`config.mk`:
```
export PLATFORM = sky130hd
export DESIGN_NAME = fetch_byte_queue
export DESIGN_NICKNAME = d
export VERILOG_FILES = /design/src/rtl/fetch_pkg.sv /design/src/rtl/fetch_window_rotator.sv /design/src/rtl/fetch_byte_queue.sv
export SDC_FILE = /design/constraint.sdc
export NUM_CORES = 2
export LEC_CHECK = 0
export ABC_CLOCK_PERIOD_IN_PS = 18900
export BUFFER_PORTS_ARGS = -buffer_cell sky130_fd_sc_hd__buf_2
export CAP_MARGIN = 20
export CORE_MARGIN = 5
export CORE_UTILIZATION = 35
export CTS_BUF_LIST = sky130_fd_sc_hd__clkbuf_2 sky130_fd_sc_hd__clkbuf_4 sky130_fd_sc_hd__clkbuf_8
export DETAILED_ROUTE_END_ITERATION = 10
export HOLD_SLACK_MARGIN = 0.03
export PLACE_DENSITY = 0.52
export SETUP_SLACK_MARGIN = 0.05
export SLEW_MARGIN = 40
export SYNTH_ARGS = -nofsm -noshare
export SYNTH_HDL_FRONTEND = slang
export SYNTH_SLANG_ARGS = --single-unit
```
`constraint.sdc`:
```
create_clock -name clk -period 18.9 [get_ports clk]
set_input_delay 3.78 -clock clk [delete_from_list [all_inputs] [get_ports clk]]
set_output_delay 3.78 -clock clk [all_outputs]
set_load 0.01 [all_outputs]
```
`src/rtl/fetch_pkg.sv`:
```
// Shared fetch/decode definitions: instruction window geometry and the
// left-aligned byte window type consumed by the decoder.
package fetch_pkg;

  localparam int unsigned MAX_INST_BYTES = 15;
  localparam int unsigned FETCH_BYTES    = 8;

  typedef logic [0:MAX_INST_BYTES*8-1] inst_window_t;

endpackage

```
`src/rtl/fetch_window_rotator.sv`:
```
// Combinational window assembly: reads MAX_INST_BYTES bytes from the circular
// store starting at head, zeroing every position at or beyond count.
module fetch_window_rotator
  import fetch_pkg::*;
#(
  parameter int unsigned DEPTH = 32
) (
  input  logic [7:0]                 storage [DEPTH],
  input  logic [$clog2(DEPTH)-1:0]   head,
  input  logic [$clog2(DEPTH):0]     count,
  output inst_window_t               window
);

  localparam int unsigned PtrW = $clog2(DEPTH);

  always_comb begin
    window = '0;
    for (int i = 0; i < int'(MAX_INST_BYTES); i++) begin
      // Pointer arithmetic stays PtrW wide, so the read wraps modulo DEPTH.
      if (i < int'(count)) begin
        window[i*8 +: 8] = storage[head + PtrW'(i)];
      end
    end
  end

endmodule

```
`src/rtl/fetch_byte_queue.sv`:
```
// Instruction byte queue feeding the decoder: accepts 8-byte fetch words,
// presents the oldest 15 bytes as a window and retires consumed bytes.
module fetch_byte_queue
  import fetch_pkg::*;
#(
  parameter int unsigned DEPTH = 32
) (
  input  logic         clk,
  input  logic         reset,
  input  logic         fill_valid,
  output logic         fill_ready,
  input  logic [63:0]  fill_data,
  input  logic [2:0]   fill_skip,
  output inst_window_t window,
  output logic [4:0]   window_count,
  output logic         window_full,
  input  logic         consume_en,
  input  logic [3:0]   consume,
  input  logic         flush,
  input  logic [63:0]  flush_pc,
  output logic [63:0]  pc,
  output logic         underflow_err
);

  localparam int unsigned PtrW = $clog2(DEPTH);
  localparam int unsigned CntW = PtrW + 1;

  logic [7:0]      mem [DEPTH];
  logic [PtrW-1:0] head_q, head_d, tail_q, tail_d;
  logic [CntW-1:0] count_q, count_d;
  logic [63:0]     pc_q, pc_d;
  logic            err_q, err_d;

  logic       fill_fire, consume_ok, consume_bad;
  logic [3:0] fill_len;

  assign fill_ready  = (32'(count_q) + 32'(FETCH_BYTES)) <= DEPTH;
  assign fill_fire   = fill_valid && fill_ready && !flush;
  assign fill_len    = 4'd8 - {1'b0, fill_skip};
  assign consume_ok  = consume_en && (CntW'(consume) <= count_q);
  assign consume_bad = consume_en && (CntW'(consume) > count_q);

  always_comb begin
    head_d  = head_q;
    tail_d  = tail_q;
    count_d = count_q;
    pc_d    = pc_q;
    err_d   = err_q;
    if (flush) begin
      head_d  = '0;
      tail_d  = '0;
      count_d = '0;
      pc_d    = flush_pc;
      err_d   = 1'b0;
    end else begin
      if (fill_fire) begin
        tail_d = tail_q + PtrW'(fill_len);
      end
      if (consume_ok) begin
        head_d = head_q + PtrW'(consume);
        pc_d   = pc_q + 64'(consume);
      end
      count_d = count_q + (fill_fire ? CntW'(fill_len) : '0)
                        - (consume_ok ? CntW'(consume) : '0);
      err_d   = err_q | consume_bad;
    end
  end

  always_ff @(posedge clk) begin
    if (reset) begin
      head_q  <= '0;
      tail_q  <= '0;
      count_q <= '0;
      pc_q    <= '0;
      err_q   <= 1'b0;
    end else begin
      head_q  <= head_d;
      tail_q  <= tail_d;
      count_q <= count_d;
      pc_q    <= pc_d;
      err_q   <= err_d;
    end
  end

  // Storage is unreset; count masking keeps stale bytes off the window.
  always_ff @(posedge clk) begin
    if (fill_fire && !reset) begin
      for (int j = 0; j < int'(FETCH_BYTES); j++) begin
        if (3'(j) >= fill_skip) begin
          mem[tail_q + PtrW'(j) - PtrW'(fill_skip)] <= fill_data[j*8 +: 8];
        end
      end
    end
  end

  fetch_window_rotator #(
    .DEPTH(DEPTH)
  ) u_rotator (
    .storage(mem),
    .head   (head_q),
    .count  (count_q),
    .window (window)
  );

  assign window_full   = count_q >= CntW'(MAX_INST_BYTES);
  assign window_count  = window_full ? 5'(MAX_INST_BYTES) : 5'(count_q);
  assign pc            = pc_q;
  assign underflow_err = err_q;

endmodule
```
# Yosys cells after proc, flatten, opt, wreduce, memory -nomap -nowiden
# Cells that the tools add are included.
# totals
reg_bits	337
out_inout_bits	192
elab_cells	276
# classes
bitwise	24
mux	104
n_lt_le_gt_ge	58
add_sub_neg	36
reduce_logical	17
# op_table
op	count
$mux W256	15
$bwmux W256	8
$bmux W8 S5	15
$mux W8	53
$demux W8 S5	8
$ge A6 B6 Y1 const B	23
$not A5 Y6	23
$mux W64	2
$add A64 B4 Y64	1
$lt A6 B1 Y1 const B	8
$lt A4 B6 Y1 const A	7
$add A5 B3 Y5 const B	8
$sub A5 B3 Y5	8
$add A5 B4 Y5 const B	7
$lt A3 B6 Y1 const A	4
$add A5 B2 Y5 const B	4
$logic_and A1 B1 Y1	13
$ge A3 B3 Y1 const A	4
$lt A1 B6 Y1 const A	2
$lt A2 B6 Y1 const A	2
$add A5 B1 Y5 const B	2
$add A5 B4 Y5	2
$mux W4	2
$add A6 B4 Y7 const B	1
other kinds (14)	17

# Depth between registers and ports, before layout
# depth
word_depth	29
mapped_depth	19
depth_no_buf	16

# By module
# Synthesis repeated with hierarchy kept, for this count alone.
# hier_totals
hier_cells	5660
area_unflattened_um2	47540.6
# modules_own_cells
mod	instances	cells_per_inst	area_per_inst_um2
fetch_byte_queue	1	4414	33276.9
fetch_window_rotator	1	1246	14263.7

# Worst setup path before layout
# No wires, ideal clock.
# synth_path
path_type	input to register
from	in flush
to	reg mem[0] (netlist bit) (enable)
n_path_buf	2
cell_stages	4
setup_ns	0.879
required_time_ns	18.021
arrival_time_ns	15.043
path_slack_ns	2.979
cell_sequence	or2_2 -> clkbuf_1 -> clkbuf_1 -> nor2_1
# synth_between
elab_chain_len	3
# synth_rtl
element	line	source
start: declaration	fetch_byte_queue.sv:19	input logic flush,
$logic_not A1 Y1	fetch_byte_queue.sv:38	assign fill_fire = fill_valid && fill_ready && !flush;
$logic_and A1 B1 Y1	fetch_byte_queue.sv:38	
$logic_and A1 B1 Y1	fetch_byte_queue.sv:87	if (fill_fire && !reset) begin
end signal: indexed assignment	fetch_byte_queue.sv:90	mem[tail_q + PtrW'(j) - PtrW'(fill_skip)] <= fill_data[j*8 +: 8];
end: declaration	fetch_byte_queue.sv:28	logic [7:0] mem [DEPTH];
# Every way passes these cells.
# A chain may end at the register's enable or synchronous reset.

# Worst setup path after layout
# layout_path
from	reg head_q[1]
to	out window[57]
# layout_between
elab_chain_len	6
# layout_rtl
element	line	source
start: declaration	fetch_byte_queue.sv:29	logic [PtrW-1:0] head_q, head_d, tail_q, tail_d;
start signal: assignment	fetch_byte_queue.sv:71	head_q <= '0;
start signal: assignment	fetch_byte_queue.sv:77	head_q <= head_d;
$add A5 B3 Y5	fetch_window_rotator.sv:21	window[i*8 +: 8] = storage[head + PtrW'(i)];
$not A5 Y6 (implied by the code)	fetch_window_rotator.sv:21	
$bmux W8 S5	fetch_window_rotator.sv:21	
$mux W8 (implied by the code) (2 in series)	fetch_window_rotator.sv:21	
$mux W8	fetch_window_rotator.sv:20	if (i < int'(count)) begin
end: declaration	fetch_byte_queue.sv:14	output inst_window_t window,
# Every way passes these cells. The select of a mux whose other input is x is not followed.

==> qor.txt <==
outcome = finished, final reports clean
PostCTS Resize Cnt = 0
period utilization = 0.4610
fin crit period = 8712 ps
Congestion Overflow GR = 0
number of global-route vias before repair = 52180
height of the die = 385.9 um
die width = 385.9 um
layout cells sized above 1 = 0.2341
area of the mapped netlist = 49440 um2
flip-flop and latch count after synthesis = 337
Leak = 17.76 nW
final setup fails = 0
final WL = 336.6 mm
cells along the critical path = inv_1 -> ha_4 -> buf_4 -> mux4_2 -> mux4_2 -> mux2i_1 -> nor2_1 -> buf_2
Crit path arrival time = 4930 ps
Syn-to-layout area delta = 9.968%
fmax = 0.1148 GHz
pwr dens = 90.16 nW/um2
Post-CTS Hold Fix Bufs = 0
worst ir drop on vdd = 105.6 uV
Total Routing Usage GR = 0.4294
Post-synth EDFFs = 256
first-pass GRT wire length = 448.5 mm
Worst Hold Margin = 466.7 ps
antenna-violating nets left = 0
synth unique cells = 105
Place WS = 10350 ps
cts bufs inserted = 69
RSZ-0062 raised after global routing = false
Final Hold Viols = 0
Fin Setup TNS = 0 ps
sequential area share after synthesis = 0.1883
routed length per instance = 44.82 um
Buffers on Ports = 331
row cnt = 138
CTS Root Buffer Type = clkbuf_8
Post-Syn Nets = 5877
CP endpoint kind = output port
clk buf depth = 3
clock slew at reported path FFs = 60 ps
via count = 59330
dpl hpwl = 244.5 mm
# Post-CTS Setup Buffers = 0
Final Skew = 37.02 ps
First-pass DRT Iterations = 8
async set-reset flop share out of synthesis = 0
final net count = 5763
Die ar. = 148900 um2
Max-Slew Margin vs Limit = 0.2896
# IOs = 332
startpoint types = flop
Worst EP required = 15120 ps
Max H-tree Level = 3
Worst Setup Path Type = flop to output port
TritonCTS clock tree = done
gpl congestion = 1.078
Avg Synthesized Cell Area = 8.730 um2
most frequent cells in the layout = nor2_1, mux4_2, buf_2, nand3_1, o22ai_1
Worst path max stage delay = 750 ps
CTS Sinks = 337
Bufs and invs on worst path = 3
Max Transition Viols Final = 0
Clock Latency Late Sink = 770 ps
fin worst setup slack = 10190 ps
DRC violations left = 0
initial antenna violation count = 43
cell mode on critical path = mux4_2
worst hold path class = flop to flop
fill count = 14350
CP Max Fanout = 45
most common cell after layout, fill and taps aside = nor2_1
Initial DRC Count = 12520
Ys Warns = 0
core area = 140900 um2
Synth Flop Type = edfxtp_1
Starting Density = 0.3509
Mapped Cells = 5664
max cap viols = 0
highest-delay cell along the critical path = ha_4
delay-heaviest family, CP = multiplexers
vias per cell = 7.901
pin count of the biggest net entering global routing = 127
measured slew at the worst slew-check pin = 1064 ps
## metrics by stage
| stage | util | area, um2 | instances | power (mW) |
|---|---|---|---|---|
| floorplan | - | 49440 | 5664 | 2.708 |
| global placement | 0.3706 | 52210 | 7353 | 3.874 |
| global route | 0.3856 | 54330 | 7492 | 4.967 |
| CTS | 0.3840 | 54110 | 7487 | 4.723 |
| finish | 0.3859 | 54370 | 7509 | 4.902 |
| detailed placement | 0.3745 | 52760 | 7367 | 3.914 |
## final cells by class
class                      instances  area (um2)  area share
multi-input combinational       4551       37850      0.6960
sequential                       337        9321      0.1714
timing repair buffer             503        3114     0.05728
tap                             1890        2365     0.04349
clock buffer                     102        1247     0.02294
inverter                          88       331.6    0.006098
clock inverter                    18       97.59    0.001795
antenna                           20       50.05   0.0009205
## path summary, 6_finish.rpt
path / startpoint / to / slack [ps] / cells after the start
max reg2reg: tail_q[3]$_SDFFE_PP0P_ / mem[122]$_DFFE_PP_ / 13430 / 9
max: head_q[1]$_SDFFE_PP0P_ / window[57] / 10190 / 8
min: underflow_err$_SDFF_PP0_ / underflow_err$_SDFF_PP0_ / 470 / 2
min reg2reg: underflow_err$_SDFF_PP0_ / underflow_err$_SDFF_PP0_ / 470 / 2
## metal layers
metal	share of wire	global-route usage
met5	0.00078	0.01025
met4	0.088	0.2703
met3	0.18	0.2317
met2	0.38	0.5825
met1	0.35	0.5247
## tightest hold or removal path: cells and delay by family, from the launching register on
family / cells / cell delay (ps)
flip-flops: 1 / 320
AND/OR/NAND/NOR: 1 / 70
AO/OA/AOI/OAI: 1 / 40
## synth_stat cells, types with 19 or more instances
cell type  number  share of area
a21oi_1        54         0.0055
ha_1           59          0.015
o2bb2ai_1      20         0.0035
o21ai_0       162          0.016
nand2b_1       45         0.0057
nand2_1       191          0.014
and2_1         28         0.0035
nand3_1       328          0.033
and3_1         45         0.0057
o32ai_1        19         0.0034
o2111ai_1      75          0.013
clkbuf_1      429          0.033
mux4_2        384           0.17
dfxtp_1        81          0.033
a32oi_1        65          0.012
or3_1         190          0.024
nor2b_1        27         0.0034
nand4_1        69         0.0087
nand3_2        19         0.0038
a211oi_1       52         0.0079
nor2_1        551          0.042
o31ai_1        70          0.011
a211oi_2       27         0.0068
o211ai_1      271          0.041
o22ai_1       312          0.039
nor3_1        190          0.019
a21boi_0      115          0.017
o32a_1         43         0.0087
inv_1          81         0.0061
mux2i_1       235          0.048
xnor2_1        72          0.013
or2_2          43         0.0054
a31oi_1       260          0.033
a2111o_1      182          0.041
xor2_1         20         0.0035
buf_2         188          0.019
buf_1          53         0.0040
o21ai_1        36         0.0036
edfxtp_1      256           0.16
## flip-flops by register name, summed over array words and instances, names as in the netlist
signal and count:
pc 64, head_q 5, count_q 6, tail_q 5
mem 256, underflow_err 1
## kinds of logic (layout without fill, tap and decap cells)
logic type      Yosys count  in the layout  synth area share
xor+xnor                 93             93           0.01663
simple gates           1819           1819            0.1855
compound gates         1946           1946            0.3007
buf+inv                 776            711           0.06556
mux                     620            620            0.2228
other cells               0             20                 0
fa+ha+maj                73             73           0.02060
flops                   337            337            0.1883
## power breakdown
group	internal (mW)	switching [mW]	leakage, nW
Clock	0.422	0.401	0.707
Sequential	0.896	0.129	3.01
Combinational	0.987	2.07	14.0
(Power assumes the default switching activity.)
